[src/rtl/mips_pkg.sv]
// Shared definitions for the multiply/divide unit: ALU control codes, FSM states
// and default datapath width.
package mips_pkg;

    localparam logic [4:0] ALU_MULT  = 5'd15;
    localparam logic [4:0] ALU_MULTU = 5'd16;
    localparam logic [4:0] ALU_DIV   = 5'd17;
    localparam logic [4:0] ALU_DIVU  = 5'd18;

    localparam int MD_WIDTH = 32;
    localparam int MD_CNT_W = $clog2(MD_WIDTH);

    typedef enum logic [1:0] {
        IDLE = 2'd0,
        MUL  = 2'd1,
        DIV  = 2'd2,
        FIN  = 2'd3
    } md_state_t;

    function automatic logic is_md_op(input logic [4:0] code);
        return code inside {[ALU_MULT:ALU_DIVU]};
    endfunction

    function automatic logic is_signed_op(input logic [4:0] code);
        return (code == ALU_MULT) || (code == ALU_DIV);
    endfunction

endpackage

[src/rtl/div_step.sv]
// One restoring radix-2 division iteration on unsigned magnitudes.
module div_step #(
    parameter int WIDTH = 32
) (
    input  logic [WIDTH-1:0] rem_in,
    input  logic [WIDTH-1:0] dvd_in,
    input  logic [WIDTH-1:0] dvs_in,
    output logic [WIDTH-1:0] rem_out,
    output logic [WIDTH-1:0] dvd_out,
    output logic             q_bit
);

    logic [WIDTH:0] shifted;
    logic [WIDTH:0] diff;

    // The extra top bit of the trial subtraction acts as the borrow flag.
    assign shifted = {rem_in, dvd_in[WIDTH-1]};
    assign diff    = shifted - {1'b0, dvs_in};
    assign q_bit   = ~diff[WIDTH];
    assign rem_out = q_bit ? diff[WIDTH-1:0] : shifted[WIDTH-1:0];
    assign dvd_out = {dvd_in[WIDTH-2:0], 1'b0};

endmodule

[src/rtl/mult_div_unit.sv]
// Multi-cycle MULT/MULTU/DIV/DIVU unit with HI/LO registers and MTHI/MTLO writes.
// Optional exception-flush input enabled by defining MULT_DIV_ABORT_EN.
module mult_div_unit
    import mips_pkg::*;
#(
    parameter int WIDTH = MD_WIDTH
) (
    input  logic             clk,
    input  logic             reset,
    input  logic             start,
    input  logic [4:0]       alu_ctrl_in,
    input  logic [WIDTH-1:0] op_a,
    input  logic [WIDTH-1:0] op_b,
    input  logic             hi_we,
    input  logic             lo_we,
    input  logic [WIDTH-1:0] wdata,
`ifdef MULT_DIV_ABORT_EN
    input  logic             abort,
`endif
    output logic             busy,
    output logic             done,
    output logic [WIDTH-1:0] hi,
    output logic [WIDTH-1:0] lo
);

    localparam int CNT_W = $clog2(WIDTH);
    localparam logic [CNT_W-1:0] LAST_ITER = CNT_W'(WIDTH - 1);

    md_state_t        state_q;
    logic [CNT_W-1:0] cnt_q;
    logic [WIDTH-1:0] hi_q, lo_q;
    logic             done_q;

    logic [WIDTH-1:0] a_q, b_q, rem_q, dvd_q;
    logic             sgn_q, neg_quot_q, neg_rem_q, dz_q;

    logic             abort_w;
    logic             accept, in_signed, in_div;
    logic [WIDTH-1:0] mag_a, mag_b;
    logic [2*WIDTH-1:0] ext_a, ext_b, prod;
    logic [WIDTH-1:0] rem_nx, dvd_sh, quot, remd;
    logic             q_bit;

`ifdef MULT_DIV_ABORT_EN
    assign abort_w = abort;
`else
    assign abort_w = 1'b0;
`endif

    assign in_signed = is_signed_op(alu_ctrl_in);
    assign in_div    = (alu_ctrl_in == ALU_DIV) || (alu_ctrl_in == ALU_DIVU);
    assign accept    = (state_q == IDLE) && start && is_md_op(alu_ctrl_in) && !abort_w;

    assign mag_a = (in_signed && op_a[WIDTH-1]) ? -op_a : op_a;
    assign mag_b = (in_signed && op_b[WIDTH-1]) ? -op_b : op_b;

    // Extending both operands to 2*WIDTH makes one multiplier serve both signednesses.
    assign ext_a = sgn_q ? {{WIDTH{a_q[WIDTH-1]}}, a_q} : {{WIDTH{1'b0}}, a_q};
    assign ext_b = sgn_q ? {{WIDTH{b_q[WIDTH-1]}}, b_q} : {{WIDTH{1'b0}}, b_q};
    assign prod  = ext_a * ext_b;

    div_step #(.WIDTH(WIDTH)) u_div_step (
        .rem_in (rem_q),
        .dvd_in (dvd_q),
        .dvs_in (b_q),
        .rem_out(rem_nx),
        .dvd_out(dvd_sh),
        .q_bit  (q_bit)
    );

    assign quot = neg_quot_q ? -dvd_q : dvd_q;
    assign remd = neg_rem_q  ? -rem_q : rem_q;

    // NOTE: all sequential state uses non-blocking assignments so every register
    // samples pre-edge values regardless of statement order.
    always_ff @(posedge clk) begin
        if (reset) begin
            state_q <= IDLE;
            cnt_q   <= '0;
            hi_q    <= '0;
            lo_q    <= '0;
            done_q  <= 1'b0;
        end else begin
            done_q <= 1'b0;
            if (state_q != IDLE && abort_w) begin
                state_q <= IDLE;
                cnt_q   <= '0;
            end else begin
                case (state_q)
                    IDLE: begin
                        if (hi_we) hi_q <= wdata;
                        if (lo_we) lo_q <= wdata;
                        if (accept) begin
                            state_q <= in_div ? DIV : MUL;
                            cnt_q   <= '0;
                        end
                    end
                    MUL: begin
                        {hi_q, lo_q} <= prod;
                        done_q       <= 1'b1;
                        state_q      <= IDLE;
                    end
                    DIV: begin
                        cnt_q <= cnt_q + 1'b1;
                        if (cnt_q == LAST_ITER) state_q <= FIN;
                    end
                    FIN: begin
                        hi_q    <= dz_q ? a_q : remd;
                        lo_q    <= dz_q ? '1  : quot;
                        done_q  <= 1'b1;
                        cnt_q   <= '0;
                        state_q <= IDLE;
                    end
                    default: state_q <= IDLE;
                endcase
            end
        end
    end

    // NOTE: operand/iteration registers need no reset; they are always loaded on
    // acceptance before anything reads them.
    always_ff @(posedge clk) begin
        if (accept) begin
            a_q        <= op_a;
            sgn_q      <= in_signed;
            b_q        <= in_div ? mag_b : op_b;
            dvd_q      <= mag_a;
            rem_q      <= '0;
            neg_quot_q <= in_signed && (op_a[WIDTH-1] ^ op_b[WIDTH-1]);
            neg_rem_q  <= in_signed && op_a[WIDTH-1];
            dz_q       <= (op_b == '0);
        end else if (state_q == DIV) begin
            rem_q <= rem_nx;
            dvd_q <= dvd_sh | WIDTH'(q_bit);
        end
    end

    assign busy = (state_q != IDLE);
    assign done = done_q;
    assign hi   = hi_q;
    assign lo   = lo_q;

endmodule

[config.mk]
export PLATFORM = sky130hd
export DESIGN_NAME = mult_div_unit
export DESIGN_NICKNAME = d
export VERILOG_FILES = /design/src/rtl/mips_pkg.sv /design/src/rtl/div_step.sv /design/src/rtl/mult_div_unit.sv
export SDC_FILE = /design/constraint.sdc
export NUM_CORES = 2
export LEC_CHECK = 0
export CAP_MARGIN = 20
export CELL_PAD_IN_SITES_DETAIL_PLACEMENT = 0
export CELL_PAD_IN_SITES_GLOBAL_PLACEMENT = 1
export CORE_MARGIN = 1.5
export CORE_UTILIZATION = 35
export CTS_CLUSTER_SIZE = 10
export DETAILED_ROUTE_END_ITERATION = 8
export GPL_TIMING_DRIVEN = 0
export PLACE_DENSITY_LB_ADDON = 0.1
export SYNTH_ARGS = -nofsm -noshare
export SYNTH_HDL_FRONTEND = slang
export SYNTH_SLANG_ARGS = --single-unit
[constraint.sdc]
create_clock -name clk -period 26.6 [get_ports clk]
set_input_delay 5.32 -clock clk [delete_from_list [all_inputs] [get_ports clk]]
set_output_delay 5.32 -clock clk [all_outputs]
set_load 0.01 [all_outputs]
==> impl_metrics.xml <==
<?xml version="1.0" encoding="UTF-8"?>
<metrics>
  <group name="timing">
    <metric name="clock_skew" unit="ns">0.0151</metric>
    <metric name="maxSlewViolCount" unit="">0</metric>
    <metric name="final_hold_viol_count" unit="">0</metric>
    <metric name="timing.final.crit_share" unit="%">50.1</metric>
    <metric name="max_clock_freq" unit="GHz">0.0750</metric>
    <metric name="rsz_0062_raised_after_global_routing" unit="">no</metric>
    <metric name="final-setup-viol-count" unit="">0</metric>
    <metric name="relSlewSlack" unit="%">14.3</metric>
    <metric name="fin_tns_setup" unit="ns">0</metric>
    <metric name="final_min_period" unit="ns">13.33</metric>
    <metric name="fin_hold_ws" unit="ns">0.512</metric>
    <metric name="worst-slew-pin-transition" unit="ns">1.28</metric>
  </group>
  <group name="cells_and_area">
    <metric name="design_area" unit="sq mm">0.0671</metric>
    <metric name="stdcell_count" unit="">9187</metric>
    <metric name="regArea" unit="sq mm">0.00508</metric>
    <metric name="syn2layout_area_growth" unit="%">10.9</metric>
    <metric name="num-fill-cells" unit="">17700</metric>
    <metric name="proportion_of_layout_cells_with_a_drive_suffix_above_1" unit="%">2.30</metric>
    <metric name="multiInputGateArea" unit="sq mm">0.0482</metric>
    <metric name="nNetsFinal" unit="">8712</metric>
  </group>
  <group name="global_route">
    <metric name="grt-ovfl-total" unit="">0</metric>
    <metric name="grt_usage" unit="%">34.0</metric>
    <metric name="vias_in_the_first_global_route" unit="">52100</metric>
    <metric name="groute.layer.met1.usage" unit="%">45.8</metric>
    <metric name="global_route_wire_length_before_repair" unit="um">412000</metric>
    <metric name="top_usage_layer" unit="">met2</metric>
    <metric name="gr-usage-met3" unit="%">6.58</metric>
    <metric name="global_route.usage.met2" unit="%">52.4</metric>
    <metric name="grt_antenna_before_repair" unit="">36</metric>
    <metric name="grt_max_degree" unit="">52</metric>
  </group>
  <group name="setup_path">
    <metric name="timing.critical_path.from_type" unit="">register</metric>
    <metric name="rr_endpoint" unit="">hi[31]</metric>
    <metric name="worstSetupPathType" unit="">reg -&gt; reg</metric>
    <metric name="r2r.worst_path.cells" unit="">30</metric>
    <metric name="timing.critical_path.required" unit="ns">27.06</metric>
    <metric name="worst-path-max-fanout" unit="">10</metric>
    <metric name="cpMostUsedCell" unit="">sky130_fd_sc_hd__fa_1</metric>
    <metric name="cp_data_arrival_time" unit="ns">13.79</metric>
    <metric name="worstSetupEndpointType" unit="">register</metric>
    <metric name="cp_slowest_stage_delay" unit="ns">1.25</metric>
    <metric name="reg2reg_slack" unit="ns">13.27</metric>
    <metric name="cpMaxStageDelayCell" unit="">sky130_fd_sc_hd__fa_1</metric>
    <metric name="worst_r2r_start" unit="">a_q[31]</metric>
  </group>
  <group name="synth">
    <metric name="netlist_area" unit="sq mm">0.0605</metric>
    <metric name="ys_dominant_reg_cell" unit="">sky130_fd_sc_hd__dfxtp_1</metric>
    <metric name="synth_fp_nets" unit="">8444</metric>
    <metric name="yosys.area.top_type_share" unit="%">47.0</metric>
    <metric name="postSynthRegisterBits" unit="">204</metric>
    <metric name="yosys-top-cells-area" unit="">sky130_fd_sc_hd__fa_1 (47%), sky130_fd_sc_hd__inv_1 (9.8%), sky130_fd_sc_hd__ha_1 (7.2%)</metric>
    <metric name="synth-warning-count" unit="">0</metric>
    <metric name="netlist.top_cell.by_area" unit="">sky130_fd_sc_hd__fa_1</metric>
    <metric name="portion_of_the_post_synthesis_area_used_by_sequential_elements" unit="%">8.41</metric>
    <metric name="synth_most_common_cell" unit="">sky130_fd_sc_hd__inv_1</metric>
    <metric name="post_synth_edffs" unit="">100</metric>
    <metric name="ffs_w_async_s_r_synth" unit="%">0</metric>
    <metric name="postSynthAreaPerCell" unit="sq um">9.21</metric>
    <metric name="commonest_cells_in_the_synthesized_netlist" unit="">sky130_fd_sc_hd__inv_1 (1583), sky130_fd_sc_hd__fa_1 (1420), sky130_fd_sc_hd__nand2_1 (687)</metric>
    <metric name="synthesis.instances" unit="">6572</metric>
    <metric name="synth_cell_types" unit="">85</metric>
  </group>
  <group name="clocking">
    <metric name="tritoncts" unit="">yes</metric>
    <metric name="cts.repair_timing.setup_buffer_count" unit="">0</metric>
    <metric name="cts_htree_levels" unit="">1</metric>
    <metric name="cts_sinks" unit="">204</metric>
    <metric name="cts_buffers" unit="">26</metric>
    <metric name="ctsRootBufferMaster" unit="">sky130_fd_sc_hd__clkbuf_16</metric>
    <metric name="clk_path_buf_depth" unit="">3</metric>
    <metric name="cts.hold.buffers_added" unit="">0</metric>
    <metric name="cts_resized" unit="">0</metric>
    <metric name="clk_pin_slew" unit="ns">0.07</metric>
    <metric name="insertion_delay" unit="ns">0.60</metric>
  </group>
  <group name="outcome">
    <metric name="run_status" unit="">finished clean</metric>
  </group>
  <group name="placement">
    <metric name="final_hpwl_from_detailed_placement" unit="um">250000</metric>
    <metric name="dp_cells" unit="">9118</metric>
    <metric name="gp_congestion" unit="">1.00</metric>
    <metric name="placed_cell_area" unit="sq mm">0.0662</metric>
    <metric name="port-buffer-count" unit="">171</metric>
  </group>
  <group name="floorplanning">
    <metric name="initial_core_util" unit="%">35.2</metric>
    <metric name="floorplan.die.height" unit="um">419</metric>
    <metric name="die_w" unit="um">419</metric>
    <metric name="die_area" unit="sq mm">0.175</metric>
    <metric name="core_area" unit="sq mm">0.172</metric>
    <metric name="floorplan.rows" unit="">152</metric>
    <metric name="ios" unit="">172</metric>
  </group>
  <group name="worst_hold_path">
    <metric name="holdPathStages" unit="">2</metric>
    <metric name="timing.hold.worst.start" unit="">cnt_q[2]</metric>
    <metric name="worst_hold_path.endpoint" unit="">cnt_q[2]</metric>
    <metric name="timing.hold.worst.class" unit="">reg -&gt; reg</metric>
  </group>
  <group name="routing">
    <metric name="drt_first_pass_iters" unit="">6</metric>
    <metric name="avgRoutedWirePerCell" unit="um">31.8</metric>
    <metric name="antenna_viol_nets_final" unit="">0</metric>
    <metric name="detailroute.via_count" unit="">48100</metric>
    <metric name="routed_via_density" unit="">5.24</metric>
    <metric name="drtIter0Drc" unit="">4416</metric>
    <metric name="route.final.wire_length" unit="um">292000</metric>
    <metric name="drcViolationCount" unit="">0</metric>
  </group>
  <group name="run">
    <metric name="max_cap_viol_count" unit="">0</metric>
  </group>
</metrics>
-- worst max-delay path: cells and delay by family (launching register included) --
kind / cells / cell delay, ns
adder cells (fa/ha/maj): 11 / 6.61
XOR/XNOR: 1 / 0.31
AND/OR/NAND/NOR: 4 / 1.48
AO/OA/AOI/OAI: 5 / 1.25
flip-flops: 1 / 0.68
buffers and inverters: 9 / 2.77
-- cells by family after synthesis --
logic type	Yosys count	share of synthesized area [%]
compound gates	681	7.14
fa+ha+maj	1768	54.2
simple gates	1677	13.5
flops	204	8.41
xor+xnor	265	3.84
buf+inv	1918	11.9
mux	59	0.987
-- worst max path at each step --
stage / startpoint / slack, ns / end / cells past startpoint
floorplan: a_q[31] / 17.42 / hi[31] / 30
global placement: a_q[31] / 12.59 / hi[31] / 29
detailed placement: a_q[31] / 13.39 / hi[31] / 30
CTS: a_q[31] / 13.33 / hi[31] / 30
global route: a_q[31] / 13.00 / hi[31] / 30
finish: a_q[31] / 13.27 / hi[31] / 30
-- layer usage --
layer  share of wire, %  vias up  routed length [um]
met3                7.9      460               23200
met5              0.012        -                  34
met4                6.0        6               17400
met2                 44     2035              128000
met1                 42    25400              123000
li1                   -    20300                   -
-- final cells by class --
class / count / share of cell area, %
Multi-Input combinational cell: 4450 / 71.9
Antenna cell: 17 / 0.0634
Clock buffer: 44 / 1.09
Buffer: 327 / 1.88
Tap cell: 2310 / 4.31
Timing Repair Buffer: 240 / 4.22
Inverter: 1591 / 8.90
Clock inverter: 4 / 0.0951
Sequential cell: 204 / 7.58
-- state kept, by name (all words and copies together), names as in the netlist --
register	cells
neg_rem_q	1
dz_q	1
a_q	32
cnt_q	5
neg_quot_q	1
sgn_q	1
rem_q	32
b_q	32
hi	32
lo	32
dvd_q	32
done	1
state_q	2
-- cell usage in the layout, fill, tap and decap left out, types with 18 or more instances in the layout --
master	Yosys	routed
sky130_fd_sc_hd__fa_1	1420	1420
sky130_fd_sc_hd__clkdlybuf4s50_1	0	171
sky130_fd_sc_hd__o21ai_1	29	29
sky130_fd_sc_hd__nor2_1	245	244
sky130_fd_sc_hd__o21ai_0	134	134
sky130_fd_sc_hd__nand3_1	27	27
sky130_fd_sc_hd__nor2b_1	27	27
sky130_fd_sc_hd__nor3_1	38	38
sky130_fd_sc_hd__buf_8	0	46
sky130_fd_sc_hd__mux2i_1	54	54
sky130_fd_sc_hd__and2_1	497	497
sky130_fd_sc_hd__nand4_1	22	22
sky130_fd_sc_hd__xor2_1	76	76
sky130_fd_sc_hd__clkbuf_1	302	303
sky130_fd_sc_hd__inv_1	1583	1581
sky130_fd_sc_hd__and3_1	39	39
sky130_fd_sc_hd__nand2_1	687	686
sky130_fd_sc_hd__or3_1	25	25
sky130_fd_sc_hd__ha_1	346	346
sky130_fd_sc_hd__a21o_1	60	60
sky130_fd_sc_hd__xnor2_1	189	189
sky130_fd_sc_hd__edfxtp_1	100	100
sky130_fd_sc_hd__o22ai_1	36	36
sky130_fd_sc_hd__nand2b_1	18	18
sky130_fd_sc_hd__o31ai_1	35	35
sky130_fd_sc_hd__clkbuf_16	0	26
sky130_fd_sc_hd__buf_1	20	20
sky130_fd_sc_hd__a211oi_1	45	44
sky130_fd_sc_hd__dfxtp_1	104	104
sky130_fd_sc_hd__a21oi_1	185	185
-- metrics by stage --
step | util, % | worst slack (ns)
after floorplan | - | 17.42
after global placement | 37.9 | 12.59
after detailed placement | 38.6 | 13.39
after CTS | 39.0 | 13.33
after global routing | 39.0 | 13.00
final | 39.1 | 13.27
Power is left out: the tool's default activity adds up to more than one toggle a clock period on the data nets, which glitch-free logic cannot reach.
